## src/rtl/dsp_mult_arbiter_pkg.sv

```systemverilog
// Shared types and helpers for the multiplier-sharing arbiter.
package mult_pkg;
  localparam int unsigned DSP_W    = 32;
  localparam int unsigned PROD_W   = 64;
  localparam int unsigned NREQ_MAX = 8;
  localparam int unsigned ID_W     = $clog2(NREQ_MAX);

  // Sized for the largest supported requester count so one type serves every NREQ.
  typedef logic [ID_W-1:0] req_id_t;

  function automatic logic [NREQ_MAX-1:0] onehot(input req_id_t id);
    onehot     = '0;
    onehot[id] = 1'b1;
  endfunction
endpackage

```

## src/rtl/DSP.sv

```systemverilog
// Behavioural model of the shared 32x32 unsigned DSP multiplier primitive.
module DSP (
  output logic [63:0] res,
  input  logic [31:0] op1,
  input  logic [31:0] op2
);
  assign res = {32'b0, op1} * {32'b0, op2};
endmodule

```

## src/rtl/dsp_mult_arbiter_rr.sv

```systemverilog
// Combinational round-robin arbiter: first set request at or above ptr, wrapping.
import mult_pkg::*;

module rr_arbiter #(
  parameter int unsigned NREQ = 4
) (
  input  logic [NREQ-1:0] req,
  input  req_id_t         ptr,
  output logic [NREQ-1:0] gnt,
  output req_id_t         gnt_id,
  output logic            any
);
  always_comb begin
    gnt    = '0;
    gnt_id = '0;
    any    = 1'b0;
    // Inner loop keeps every bit select constant; k walks the search order from ptr.
    for (int unsigned k = 0; k < NREQ; k++) begin
      for (int unsigned i = 0; i < NREQ; i++) begin
        if (!any && req[i] && (i == (32'(ptr) + k) % NREQ)) begin
          any    = 1'b1;
          gnt[i] = 1'b1;
          gnt_id = req_id_t'(i);
        end
      end
    end
  end
endmodule

```

## src/rtl/dsp_mult_arbiter.sv

```systemverilog
// Round-robin sharing of one DSP multiplier among NREQ requesters,
// with registered operand (S1) and product (S2) stages and backpressure.
import mult_pkg::*;

module dsp_mult_arbiter #(
  parameter int unsigned NREQ = 4,
  parameter int unsigned W    = DSP_W
) (
  input  logic              clock,
  input  logic              reset_n,
  input  logic [NREQ-1:0]   req_valid,
  input  logic [NREQ*W-1:0] req_a,
  input  logic [NREQ*W-1:0] req_b,
  output logic [NREQ-1:0]   req_ready,
  output logic [NREQ-1:0]   rsp_valid,
  output logic [2*W-1:0]    rsp_data,
  input  logic [NREQ-1:0]   rsp_ready
);
  logic [W-1:0]   op_a, op_b, sel_a, sel_b;
  logic [2*W-1:0] prod, res;
  req_id_t        s1_id, s2_id, rr_ptr, arb_id;
  logic           s1_v, s2_v, s2_stall, s1_accept, arb_any, take;
  logic [NREQ-1:0] arb_gnt;

  rr_arbiter #(.NREQ(NREQ)) u_arb (
    .req    (req_valid),
    .ptr    (rr_ptr),
    .gnt    (arb_gnt),
    .gnt_id (arb_id),
    .any    (arb_any)
  );

  DSP u_dsp (
    .res (prod),
    .op1 (op_a),
    .op2 (op_b)
  );

  assign s2_stall  = s2_v & ~|(rsp_ready & NREQ'(onehot(s2_id)));
  assign s1_accept = ~s1_v | ~s2_stall;
  assign take      = arb_any & s1_accept & reset_n;
  assign req_ready = take ? arb_gnt : '0;
  assign rsp_valid = s2_v ? NREQ'(onehot(s2_id)) : '0;
  assign rsp_data  = res;

  always_comb begin
    sel_a = '0;
    sel_b = '0;
    for (int unsigned i = 0; i < NREQ; i++) begin
      if (arb_gnt[i]) begin
        sel_a = req_a[i*W +: W];
        sel_b = req_b[i*W +: W];
      end
    end
  end

  always_ff @(posedge clock) begin
    if (!reset_n) begin
      s1_v   <= 1'b0;
      s2_v   <= 1'b0;
      s1_id  <= '0;
      s2_id  <= '0;
      op_a   <= '0;
      op_b   <= '0;
      res    <= '0;
      rr_ptr <= '0;
    end else begin
      if (!s2_stall) begin
        s2_v  <= s1_v;
        s2_id <= s1_id;
        res   <= prod;
      end
      if (take) begin
        op_a   <= sel_a;
        op_b   <= sel_b;
        s1_id  <= arb_id;
        s1_v   <= 1'b1;
        rr_ptr <= (arb_id == req_id_t'(NREQ - 1)) ? '0 : arb_id + 1'b1;
      end else if (!s2_stall) begin
        s1_v <= 1'b0;
      end
    end
  end
endmodule

```

## config.mk

```make
export PLATFORM = sky130hd
export DESIGN_NAME = dsp_mult_arbiter
export DESIGN_NICKNAME = d
export VERILOG_FILES = /design/src/rtl/dsp_mult_arbiter_pkg.sv /design/src/rtl/DSP.sv /design/src/rtl/dsp_mult_arbiter_rr.sv /design/src/rtl/dsp_mult_arbiter.sv
export SDC_FILE = /design/constraint.sdc
export NUM_CORES = 2
export LEC_CHECK = 0
export ABC_AREA = 1
export BUFFER_PORTS_ARGS = -buffer_cell sky130_fd_sc_hd__buf_2
export CORE_AREA = 2 2 397 242
export CTS_BUF_LIST = sky130_fd_sc_hd__clkbuf_8
export CTS_CLUSTER_SIZE = 20
export DETAILED_ROUTE_END_ITERATION = 7
export DIE_AREA = 0 0 399 244
export GPL_TIMING_DRIVEN = 0
export HOLD_SLACK_MARGIN = 0.05
export SKIP_CTS_REPAIR_TIMING = 1
export SYNTH_ARGS = -nofsm -noshare
export SYNTH_HDL_FRONTEND = slang
export SYNTH_SLANG_ARGS = --single-unit
```

## constraint.sdc

```tcl
create_clock -name clock -period 8.8 [get_ports clock]
set_input_delay 0.88 -clock clock [delete_from_list [all_inputs] [get_ports clock]]
set_output_delay 0.88 -clock clock [all_outputs]
set_load 0.01 [all_outputs]
```

==> impl_metrics.tcl <==
set metrics [dict create \
    clockBufferDepth 3 \
    drv_slew 0 \
    grtUsageTotal_pct 37.6 \
    required_ns 9.22 \
    drc 0 \
    start_util_pct 44.9 \
    root_buffer "clkbuf_8" \
    hold_viol_final 0 \
    boundaryPins 338 \
    grt_pass1_vias 37400 \
    relSlewSlack_pct 19.7 \
    core_um2 93400 \
    fmax_ghz 0.114 \
    critPathKind "flop to flop" \
    port_buffers 336 \
    period_needed_ns 8.79 \
    startpoint "op_b[8]" \
    async_flop_share_pct 0 \
    worst_slack_ns 0.0148 \
    hp-class "flop to flop" \
    clkLatencyLatePin_ns 0.54 \
    htreeDepth 4 \
    netlist.area_leader.share_pct 42.8 \
    critical_path_peak_fanout 10 \
    yosysWarningCount 0 \
    fillCellCount 9718 \
    num_rows 87 \
    synthesis.nets 7106 \
    avgSynthCellArea_um2 7.37 \
    slowest_delay_ns 0.74 \
    cts.clk_slew.worst_paths_ns 0.10 \
    die_w_um 399 \
    r2r_start "op_b[8]" \
    design_area_um2 45700 \
    pre_cts_ws_ns -0.492 \
    antenna_left 0 \
    grt_pass1_wl_um 261000 \
    slowest_stage "dfxtp_1" \
    endpoint_kind "flop" \
    nNetsFinal 7439 \
    gp_congestion 1.06 \
    cp_common_cell "fa_1" \
    syn_to_final_growth_pct 8.99 \
    synth_top_cell_by_area "fa_1" \
    finalSetupViolations 0 \
    fin_crit_sh_pct 99.8 \
    antenna_found_initial 5 \
    dpl.hpwl_um 155000 \
    cts_tree "built" \
    seq_area_frac_synth_pct 6.50 \
    grt_max_degree 18 \
    synth_enable_flop_cells 0 \
    grt_remaining_overflow 0 \
    via_per_inst 5.32 \
    die_h_um 244 \
    final_layout_size_suffix_gt1_share_pct 9.44 \
    tns_ns 0 \
    synth_area_leaders "fa_1 43%, nand2_1 15%, inv_1 14%" \
    clock_skew_ns 0.0452 \
    drt_wl_total_um 180000 \
    cts_made_buffers 25 \
    ys_types 44 \
    placed_area_um2 45100 \
    status "complete, no violations" \
    synth_cells 5681 \
    cts_sinks 136 \
    cp-start-kind "flop" \
    ys_ff_latch 136 \
    tightest_slew_ns 1.20 \
    worstHoldStart "s1_id[0]" \
    die_area_um2 97400 \
    vias 38700 \
    drt_pre_antenna_iters 6 \
    first_iter_violations 4747 \
    cp.arrival_ns 9.21 \
    max_cap_violations 0 \
    ys.flop_type "dfxtp_1" \
    wire_per_inst_um 24.8 \
    syn_area_um2 41900 \
    final_common_cell "nand2_1" \
    final_cell_mix "1,683 x nand2_1, 1,572 x inv_1, 896 x fa_1" \
]
## cells by family (layout without fill, tap and decap cells)
group | count (synthesis) | in the layout | share of synthesized area (%)
simple gates | 2064 | 2064 | 19.5
buf+inv | 1909 | 2248 | 17.5
fa+ha+maj | 1159 | 1159 | 50.7
compound gates | 383 | 383 | 5.18
flops | 136 | 136 | 6.50
xor+xnor | 30 | 30 | 0.627
other cells | 0 | 12 | 0
## critical path: cells and delay by family, from the launching register on
| family | cells | cell delay, ns |
|---|---|---|
| fa+ha+maj | 9 | 4.74 |
| simple gates | 11 | 2.10 |
| buf+inv | 7 | 0.87 |
| flops | 1 | 0.74 |
| compound gates | 1 | 0.21 |
## cell type report
type,instances,area [um2],share of cell area [%]
diodes,12,30.0,0.0658
plain buffers,311,1490,3.26
clock buffers,26,358,0.784
clock inverters,7,56.3,0.123
inverters,1568,5890,12.9
multi-input cells,3636,31900,69.8
flip-flops and latches,136,2740,6.00
well taps,1246,1560,3.41
repair buffers,336,1680,3.68
## flip-flops by register name (all words and copies together), names as in the netlist
signal and flops:
s1_v 1, op_a 32, op_b 32, rr_ptr 2
s2_v 1, rsp_data 64, s2_id 2, s1_id 2
## metal layers
metal | GRT usage (%) | wire [um] | vias to the layer above
met5 | 1.69 | 330 | -
met4 | 7.92 | 4870 | 10
met3 | 16.4 | 28300 | 226
met2 | 46.4 | 64500 | 2405
met1 | 58.6 | 82400 | 19300
li1 | - | - | 16800
## final timing paths
check	end	slack, ns	depth (start not counted)
worst min register to register	s1_id[0]	0.50	2
worst max register to register	rsp_data[42]	0.01	28
worst max-delay path	rsp_data[42]	0.01	28
worst min-delay path	s1_id[0]	0.50	2
## synth_stat cells, types with 4 or more instances
library cell	n
nand2_1	1683
inv_1	1567
fa_1	896
clkbuf_1	270
ha_1	263
nand3_1	175
a21oi_1	167
nor2_1	144
dfxtp_1	136
o21ai_0	118
o21bai_1	35
buf_2	34
o211ai_1	24
buf_1	16
xor2_1	16
buf_4	15
xnor2_1	14
nand4_1	13
nor3_1	13
nand3_2	11
a21o_1	10
a31oi_1	8
or2_2	7
o221ai_1	6
and3_1	5
buf_6	5
a21boi_0	4
a221oi_1	4
nor4_1	4
## stage by stage
stage	std cells	util, %	hold WS [ns]
3_3_place_gp	7263	48.3	0.461
2_1_floorplan	5681	-	0.441
4_1_cts	7296	48.8	0.500
6_report	7278	48.9	0.499
3_5_place_dp	7263	48.3	0.476
5_1_grt	7266	48.8	0.510
Power is not shown: default switching activity piles up to over one toggle a cycle in this logic, so the estimate is an artifact.
